$ cat config.mk
export PLATFORM = sky130hd
export DESIGN_NAME = btn_event_decoder
export DESIGN_NICKNAME = d
export VERILOG_FILES = /design/src/rtl/btn_event_decoder.sv
export SDC_FILE = /design/constraint.sdc
export NUM_CORES = 1
export LEC_CHECK = 0
export CAP_MARGIN = 20
export CORE_MARGIN = 2
export CORE_UTILIZATION = 55
export CTS_CLUSTER_SIZE = 28
export DETAILED_ROUTE_END_ITERATION = 6
export GPL_ROUTABILITY_DRIVEN = 0
export GPL_TIMING_DRIVEN = 0
export PLACE_DENSITY = 0.76
export SKIP_LAST_GASP = 1
export SLEW_MARGIN = 5
export SYNTH_ARGS = -nofsm -noshare
export SYNTH_HDL_FRONTEND = slang
export SYNTH_SLANG_ARGS = --single-unit
$ cat constraint.sdc
create_clock -name clk -period 2.6 [get_ports clk]
set_input_delay 0.26 -clock clk [delete_from_list [all_inputs] [get_ports clk]]
set_output_delay 0.26 -clock clk [all_outputs]
set_load 0.1 [all_outputs]
$ cat src/rtl/btn_event_decoder.sv
// btn_event_decoder: debounces the raw button sample stream, times each press
// against a ms tick and produces short/long/very-long-hold event pulses plus
// sticky pending flags for firmware.
// Optional double-click detection is compiled in with `define BTN_DBLCLICK_EN.
`timescale 1ns/1ps
module btn_event_decoder #(
  parameter int TICK_DIV   = 30720,
  parameter int DEB_CNT    = 4,
  parameter int LONG_MS    = 1000,
  parameter int VLONG_MS   = 5000,
  parameter int DBL_GAP_MS = 300
) (
  input  logic       clk,
  input  logic       rst,
  input  logic       btn_val,
  input  logic       btn_stb,
  output logic       btn_state,
  output logic       evt_short,
  output logic       evt_long,
  output logic       evt_double,
  output logic       rst_req,
  output logic [3:0] evt_pending,
  input  logic [3:0] evt_clr
);

  localparam int              PW        = (TICK_DIV > 1) ? $clog2(TICK_DIV) : 1;
  localparam logic [PW-1:0]   PRESC_MAX = PW'(TICK_DIV - 1);
  localparam logic [3:0]      DEB_TGT   = 4'(DEB_CNT);
  localparam logic [16:0]     LONG_TGT  = 17'(LONG_MS);
  localparam logic [16:0]     VLONG_TGT = 17'(VLONG_MS);
`ifdef BTN_DBLCLICK_EN
  localparam logic [16:0]     DBL_TGT   = 17'(DBL_GAP_MS);
`endif

  // Reject parameter sets the counters and FSM cannot honour.
  if (DEB_CNT < 1 || DEB_CNT > 15 || LONG_MS < 1 || VLONG_MS <= LONG_MS ||
      VLONG_MS > 65535 || DBL_GAP_MS < 1) begin : g_bad_cfg
    $error("btn_event_decoder: invalid parameter set");
  end

`ifdef BTN_DBLCLICK_EN
  typedef enum logic [2:0] {S_IDLE, S_PRESSED, S_LONG_HELD, S_WAIT_DBL, S_PRESSED2} state_t;
`else
  typedef enum logic [1:0] {S_IDLE, S_PRESSED, S_LONG_HELD} state_t;
`endif

  state_t        state_q, state_d;
  logic [PW-1:0] presc_q, presc_d;
  logic          tick;
  logic [3:0]    deb_cnt_q, deb_cnt_d;
  logic          btn_state_q, btn_state_d;
  logic          rise, fall;
  logic [15:0]   hold_q, hold_d;
  logic [16:0]   hold_inc;
  logic          short_q, short_d;
  logic          long_q, long_d;
  logic          dbl_q, dbl_d;
  logic          rreq_q, rreq_d;
  logic [3:0]    pend_q, pend_d;

  // Hold time never wraps: a stuck button must not re-trigger thresholds.
  function automatic logic [15:0] sat_inc16(input logic [15:0] v);
    return (v == 16'hFFFF) ? v : v + 16'd1;
  endfunction

  // Free-running ms prescaler; tick marks the last cycle of each period.
  always_comb begin
    tick    = (presc_q == PRESC_MAX);
    presc_d = tick ? '0 : presc_q + PW'(1);
  end

  // Debounce: only strobed samples count; a matching sample restarts the run.
  always_comb begin
    deb_cnt_d   = deb_cnt_q;
    btn_state_d = btn_state_q;
    if (btn_stb) begin
      if (btn_val == btn_state_q) begin
        deb_cnt_d = '0;
      end else if (deb_cnt_q + 4'd1 == DEB_TGT) begin
        deb_cnt_d   = '0;
        btn_state_d = ~btn_state_q;
      end else begin
        deb_cnt_d = deb_cnt_q + 4'd1;
      end
    end
  end

  // Edges are taken from the debounce decision so the FSM moves with btn_state.
  assign rise     = btn_state_d & ~btn_state_q;
  assign fall     = ~btn_state_d & btn_state_q;
  assign hold_inc = {1'b0, hold_q} + 17'd1;

  // Press FSM: release is tested before any threshold so it wins a same-cycle tie.
  always_comb begin
    state_d = state_q;
    hold_d  = hold_q;
    short_d = 1'b0;
    long_d  = 1'b0;
    dbl_d   = 1'b0;
    rreq_d  = 1'b0;
    if (state_q != S_IDLE && tick) hold_d = sat_inc16(hold_q);
    unique case (state_q)
      S_IDLE: begin
        if (rise) begin
          state_d = S_PRESSED;
          hold_d  = '0;
        end
      end
      S_PRESSED: begin
        if (fall) begin
`ifdef BTN_DBLCLICK_EN
          state_d = S_WAIT_DBL;
          hold_d  = '0;
`else
          state_d = S_IDLE;
          short_d = 1'b1;
`endif
        end else if (tick && hold_inc == LONG_TGT) begin
          state_d = S_LONG_HELD;
          long_d  = 1'b1;
        end
      end
      S_LONG_HELD: begin
        if (fall) begin
          state_d = S_IDLE;
        end else if (tick && hold_inc == VLONG_TGT) begin
          rreq_d = 1'b1;
        end
      end
`ifdef BTN_DBLCLICK_EN
      S_WAIT_DBL: begin
        if (rise) begin
          state_d = S_PRESSED2;
          hold_d  = '0;
        end else if (tick && hold_inc == DBL_TGT) begin
          state_d = S_IDLE;
          short_d = 1'b1;
        end
      end
      S_PRESSED2: begin
        if (fall) begin
          state_d = S_IDLE;
          dbl_d   = 1'b1;
        end else if (tick && hold_inc == LONG_TGT) begin
          state_d = S_LONG_HELD;
          long_d  = 1'b1;
        end
      end
`endif
      default: state_d = S_IDLE;
    endcase
  end

  // Sticky flags: a new pulse outranks a clear arriving in the same cycle.
  always_comb begin
    pend_d = (pend_q & ~evt_clr) | {rreq_q, dbl_q, long_q, short_q};
  end

  // State register for prescaler, debounce, FSM, event pulses and pending flags.
  always_ff @(posedge clk) begin
    if (rst) begin
      presc_q     <= '0;
      deb_cnt_q   <= '0;
      btn_state_q <= 1'b0;
      state_q     <= S_IDLE;
      hold_q      <= '0;
      short_q     <= 1'b0;
      long_q      <= 1'b0;
      dbl_q       <= 1'b0;
      rreq_q      <= 1'b0;
      pend_q      <= '0;
    end else begin
      presc_q     <= presc_d;
      deb_cnt_q   <= deb_cnt_d;
      btn_state_q <= btn_state_d;
      state_q     <= state_d;
      hold_q      <= hold_d;
      short_q     <= short_d;
      long_q      <= long_d;
      dbl_q       <= dbl_d;
      rreq_q      <= rreq_d;
      pend_q      <= pend_d;
    end
  end

  assign btn_state   = btn_state_q;
  assign evt_short   = short_q;
  assign evt_long    = long_q;
  assign evt_double  = dbl_q;
  assign rst_req     = rreq_q;
  assign evt_pending = pend_q;

endmodule

==> run metrics, run 1 <==
die area 0.004647 mm2; r2r endpoint rst_req$_SDFF_PP0_; max_slew headroom 35.28%; clock network power share 40.9%; Fin Clk Skew 0.007284 ns; post-synthesis net count 283; Residual DRC 0; mapped cell area 0.002265 mm2; crit path launch hold_q[0]$_SDFF_PP0_; FF+latch count, synth 45; Critical Path Sink rst_req$_SDFF_PP0_; CP Capture Type flip-flop; num rows 23; Initial Util 57.03%; Crit path required time 2.81 ns; placed inst area 0.002467 mm2; Post-synth ARST share 0%; initial DRC count 83; clk slew on worst S/H paths 0.08 ns; drt wl/cell 12.93 um; Hold WS 0.3325 ns; worst skew pair latency 0.30 ns; DIE WIDTH 68.17 um; first-pass GRT wire length 7.383 mm; nets 306; Synth Area per Inst 8.357 um2; synthesized instance count 271; largest net degree at the start of global routing 16; R2R Setup Slk 0.11 ns; fin crit period 2.486 ns; global route overflow 0; layout cells sized above 1 9.831%; # setup viols final 0; CTS root buf clkbuf_8; maximum fanout along the worst path 10; max-cap violations 0; reg2reg start hold_q[0]$_SDFF_PP0_; Pins Over Slew Limit 0; sw frac 21.83%; prevailing post-synth register cell dfxtp_1; Leak 0.9150 nW; Routed Wire Length 4.462 mm; number of synthesized flops with an enable pin 0; worst reg2reg path depth 8; Max Root-Sink Buffers 2; Final Instance Area 0.002620 mm2; DRT antenna net count 0; hpwl dp 3.190 mm; Layout Utilization 65.97%; Area growth syn-to-layout 15.69%; Final Hold Viols 0; n_diodes 0; RSZ-0062 raised after global routing yes; total power 1.284 mW; Yosys Warn Count 0; sw power 0.2803 mW; Clock Sinks 45; chip height 68.17 um; Core Area 0.003971 mm2; Final Cycle Share 95.61%; vias per cell 5.588; Yosys cell types 48; initial antenna violation count 0; combinational cell fraction of total power 4.5%; via count 1,928; H-Tree Depth 2; outcome finished, final reports clean; internal power 1.004 mW; gr usage total 20.93%; TritonCTS clock tree built; IO buf count 14; Ports 17; pwr dens 490.1 mW/mm2; CTS Buf Count 5; sequential group share of total power 54.6%; register area share after synthesis 39.78%; critical path startpoint category flip-flop; Min-Delay Path Class primary input to flip-flop; WS Path Type flip-flop to flip-flop; highest achievable clock rate 0.4023 GHz; Max VDD drop 0.0003343 V; critical path arrival 2.70 ns; vias in the first global route 1,733; DRT Pass-1 Iters 4; worst slew pin tran 0.9677 ns; HP Start btn_stb
cells in the final DEF, fill, tap and decap left out, drive strengths merged, types with 2 or more instances in the layout:
master         count
a211oi             3
a21oi             10
a311oi             2
a31oi              4
and2               2
and3               5
buf                9
clkbuf             9
clkdlybuf4s50     14
dfxtp             45
ha                 4
inv                9
mux2i              2
nand2             21
nand3             24
nand4              9
nand4b             2
nor2              47
nor3               7
nor3b              5
nor4               4
o211ai             2
o21ai              3
or2                2
or3                2
or4                2
xnor2             15
xor2              15
critical path, cell delays in order, from the launching register on:
cell     delay, ns
dfxtp_1       0.44
ha_1          0.17
buf_2         0.20
nand4_1       0.26
buf_4         0.24
or2_2         0.30
o311a_1       0.38
nor3b_2       0.21
nor4b_4       0.22
how the worst min path moves through the flow:
| stage | cells after the start | end |
|---|---|---|
| floorplan | 1 | presc_q[14]$_SDFF_PP0_ |
| finish | 3 | deb_cnt_q[1]$_SDFFE_PP0P_ |
| global placement | 2 | evt_pending[0]$_SDFF_PP0_ |
| detailed placement | 1 | presc_q[0]$_SDFF_PP0_ |
| global route | 3 | deb_cnt_q[1]$_SDFFE_PP0P_ |
| CTS | 3 | deb_cnt_q[1]$_SDFFE_PP0P_ |
logic make-up (layout without fill, tap and decap cells):
family                   Yosys count  count (layout)  share of synthesized area (%)
flip-flops                        45              45                          39.78
adder cells (fa/ha/maj)            4               4                          2.210
AO/OA/AOI/OAI                     32              32                          9.724
AND/OR/NAND/NOR                  137             137                          31.55
other                              1               1                         0.1656
multiplexers                       2               2                         0.8840
XOR/XNOR                          30              30                          11.60
buffers and inverters             20              44                          4.088
power by group through the flow:
stage | clock (mW) | sequential [mW] | combinational (mW)
6_report | 0.526 | 0.701 | 0.0577
5_1_grt | 0.570 | 0.702 | 0.0632
4_1_cts | 0.541 | 0.701 | 0.0582
3_5_place_dp | 0 | 0.717 | 0.0558
3_3_place_gp | 0 | 0.716 | 0.0552
2_1_floorplan | 0 | 0.716 | 0.0364
repair_timing:
action / CTS / global route
buffers inserted: 0 / 2
resized for setup: 1 / 2
hold endpoints to repair: 0 / 0
endpoints found under the setup margin: 9 / 13
pin swaps: 0 / 1
hold buffers: 0 / 0
metal layers:
metal / wire [um] / GRT usage [%]
met5: 0 / 0
met1: 2108 / 25.15
met2: 2092 / 36.17
met3: 206 / 5.099
met4: 55 / 7.500
final cells by class:
cell class | count | area, um2
buffer | 11 | 58.81
clock buffer | 5 | 68.82
clock inverter | 3 | 46.29
fill | 357 | 1351
inverter | 9 | 33.78
multi-input combinational | 206 | 1294
sequential | 45 | 900.9
tap | 50 | 62.56
timing repair buffer | 16 | 155.1
sequential cells by signal (all words and copies together), names as in the netlist:
| signal | cells |
|---|---|
| evt_pending | 4 |
| state_q | 2 |
| rst_req | 1 |
| evt_short | 1 |
| deb_cnt_q | 4 |
| btn_state | 1 |
| presc_q | 15 |
| evt_long | 1 |
| hold_q | 16 |
Yosys cell counts, types with 2 or more instances:
master | instances | share of area, %
a211oi_1 | 3 | 0.99
o211ai_1 | 2 | 0.66
clkbuf_1 | 4 | 0.66
dfxtp_1 | 45 | 40
a21oi_1 | 10 | 2.2
a31oi_1 | 4 | 1.1
nand2_1 | 21 | 3.5
nor3b_1 | 4 | 1.3
nand3_1 | 22 | 4.9
inv_1 | 9 | 1.5
xor2_1 | 15 | 5.8
nor3_1 | 6 | 1.3
mux2i_1 | 2 | 0.88
ha_1 | 4 | 2.2
and2_1 | 2 | 0.55
nor4_1 | 4 | 1.1
buf_2 | 5 | 1.1
nor2_1 | 46 | 7.6
and3_1 | 5 | 1.4
nand4b_1 | 2 | 0.77
xnor2_1 | 15 | 5.8
nand3_2 | 2 | 0.88
a311oi_1 | 2 | 0.77
o21ai_0 | 3 | 0.66
nand4_1 | 9 | 2.5
or2_2 | 2 | 0.55
or4_1 | 2 | 0.66
metrics by stage:
step / TNS (ns) / setup WS, ns / instances
2_1_floorplan: 0 / 0.5056 / 271
3_3_place_gp: -0.002762 / -0.001349 / 335
3_5_place_dp: -0.04042 / -0.01334 / 335
4_1_cts: 0 / 0.09040 / 343
5_1_grt: -0.1075 / -0.05821 / 345
6_report: 0 / 0.1142 / 345
(Power assumes the default switching activity.)
==> run 2: changes to the inputs <==
- SETUP_SLACK_MARGIN: unset -> 0.1
==> run 2 against run 1 <==
Effect of this change: via count is 0.67% lower; cell area is 0.96% higher; die area did not move; clock skew down 0.00085 ns; non-clock buffer count did not move; setup slack improved by 0.082 ns; combinational power about the same; largest cell class unchanged.
==> run metrics, run 2 (synthesized netlist as in run 1, its figures left out) <==
CTS root buf clkbuf_8 (unchanged); initial DRC count 89 (was 83); global route overflow 0 (unchanged); largest reg by FF count hold_q (unchanged); Residual DRC 0 (unchanged); highest achievable clock rate 0.4161 GHz (was 0.4023 GHz); Max Root-Sink Buffers 2 (unchanged); number of stages on the worst setup path 9 (was 8); Fin Clk Skew 0.006433 ns (was 0.007284 ns); pre-CTS setup slack -0.01334 ns (unchanged); R2R Setup Slk 0.20 ns (was 0.11 ns); Core Area 0.003971 mm2 (unchanged); largest net degree at the start of global routing 16 (unchanged); r2r endpoint rst_req$_SDFF_PP0_ (unchanged); max_slew headroom 35.28% (about the same); CP Capture Type flip-flop (unchanged); setup TNS 0 ns (unchanged); Leak 0.9229 nW (was 0.9150 nW); Final Hold Viols 0 (unchanged); clk slew on worst S/H paths 0.08 ns (about the same); IO buf count 14 (unchanged); n_diodes 0 (unchanged); layout cells sized above 1 11.19% (was 9.831%); Worst Setup Slack, final 0.1966 ns (was 0.1142 ns); Top delay family on crit path simple AND/OR/NAND/NOR gates (unchanged); commonest non-fill, non-tap cells in the layout nor2_1, dfxtp_1, nand3_1 (unchanged); peak per-stage delay on the critical path 0.44 ns (about the same); RSZ-0062 raised after global routing no (was yes); fin crit period 2.403 ns (was 2.486 ns); Initial Util 57.03% (unchanged); Final Cycle Share 92.44% (was 95.61%); via count 1,915 (was 1,928); drt wl/cell 12.89 um (was 12.93 um); Critical Path Sink rst_req$_SDFF_PP0_ (unchanged); Regs by FF count hold_q (16), presc_q (15) (unchanged); critical path arrival 2.62 ns (was 2.70 ns); Cell Chain, Critical Path ha_1, buf_2, nand4_1, buf_4, buf_4, or2_2, o311a_1, nor3b_2, nor4b_4 (was ha_1, buf_2, nand4_1, buf_4, or2_2, o311a_1, nor3b_2, nor4b_4); worst slew pin tran 0.9677 ns (about the same); chip height 68.17 um (unchanged); Post-CTS Hold Buffers 0 (unchanged); DRT antenna net count 0 (unchanged); commonest non-fill, non-tap cell in the layout nor2_1 (unchanged); initial antenna violation count 0 (unchanged); Routed Wire Length 4.446 mm (was 4.462 mm); Worst path slowest cell dfxtp_1 (unchanged); CTS Buf Count 5 (unchanged); worst skew pair latency 0.30 ns (about the same); vias per cell 5.551 (was 5.588); WS Path Type flip-flop to flip-flop (unchanged); Buf/Inv on CP 3 (was 2); crit path launch hold_q[0]$_SDFF_PP0_ (unchanged); Pins Over Slew Limit 0 (unchanged); DRT Pass-1 Iters 4 (unchanged); TritonCTS clock tree built (unchanged); reg2reg start hold_q[0]$_SDFF_PP0_ (unchanged); first-pass GRT wire length 7.383 mm (unchanged); pwr dens 485.5 mW/mm2 (was 490.1 mW/mm2); critical path startpoint category flip-flop (unchanged); cell with the most instances on the worst path buf_4; Max VDD drop 0.0003345 V (was 0.0003343 V); gr usage total 20.93% (unchanged); # setup viols final 0 (unchanged); die area 0.004647 mm2 (unchanged); Clock Sinks 45 (unchanged); nets 306 (unchanged); worst reg2reg path depth 9 (was 8); hpwl dp 3.190 mm (unchanged); Largest register FFs 16 (unchanged); vias in the first global route 1,733 (unchanged); Min-Delay Path Class primary input to flip-flop (unchanged); H-Tree Depth 2 (unchanged); DIE WIDTH 68.17 um (unchanged); Area growth syn-to-layout 16.80% (was 15.69%); Ports 17 (unchanged); max-cap violations 0 (unchanged); Crit path required time 2.81 ns (about the same); maximum fanout along the worst path 10 (unchanged); num rows 23 (unchanged); outcome finished, final reports clean (unchanged)
## run 2: worst register-to-register path, delay by kind of cell, from the launching register on
kind / cells / cell delay [ns]
fa+ha+maj: 1 / 0.17
compound gates: 1 / 0.38
flops: 1 / 0.44
buf+inv: 3 / 0.50
simple gates: 4 / 0.84
## run 2: layout make-up
type | count | area [um2]
Buffer | 11 | 60.06
Clock buffer | 5 | 68.82
Clock inverter | 3 | 46.29
Fill cell | 353 | 1326
Inverter | 9 | 33.78
Multi-Input combinational cell | 206 | 1318
Sequential cell | 45 | 900.9
Tap cell | 50 | 62.56
Timing Repair Buffer | 16 | 155.1
## run 2: worst min-delay path by stage
stage,start,depth (start not counted),end,slack [ns]
detailed placement,presc_q[0]$_SDFF_PP0_,1,presc_q[0]$_SDFF_PP0_,0.47
finish,btn_stb,3,deb_cnt_q[1]$_SDFFE_PP0P_,0.33
CTS,btn_stb,3,deb_cnt_q[1]$_SDFFE_PP0P_,0.33
floorplan,rst,1,presc_q[14]$_SDFF_PP0_,0.33
global placement,evt_short$_SDFF_PP0_,2,evt_pending[0]$_SDFF_PP0_,0.46
global route,btn_stb,3,deb_cnt_q[1]$_SDFFE_PP0P_,0.36
## run 2: per-stage QoR
step	instances	hold WS [ns]	utilization, %	cell area (um2)	power, mW
finish	345	0.3322	66.60	2645	1.284
global placement	335	0.4555	62.13	2467	0.7716
detailed placement	335	0.4680	62.13	2467	0.7725
global route	345	0.3601	66.60	2645	1.335
floorplan	271	0.3321	-	2265	0.7521
CTS	343	0.3301	65.31	2594	1.300
## run 2: metal layers
| metal | part of all wire [%] | vias to the layer above | global-route usage (%) | wire [um] |
|---|---|---|---|---|
| li1 | - | 995 | - | - |
| met1 | 47 | 880 | 25.15 | 2088 |
| met2 | 48 | 35 | 36.17 | 2137 |
| met3 | 3.7 | 5 | 5.099 | 164 |
| met4 | 1.2 | 0 | 7.500 | 55 |
| met5 | 0 | - | 0 | 0 |
## run 2: where the power goes
part	internal [mW]	switching, mW
registers	0.695	0.00616
logic	0.0218	0.0362
clock network	0.287	0.238
total	1.00	0.280
## run 2: repair_timing
action	CTS	global route
gates resized for setup	1	8
pin swaps	0	1
gates cloned	0	0
setup buffers	0	2
setup endpoints to repair	11	17
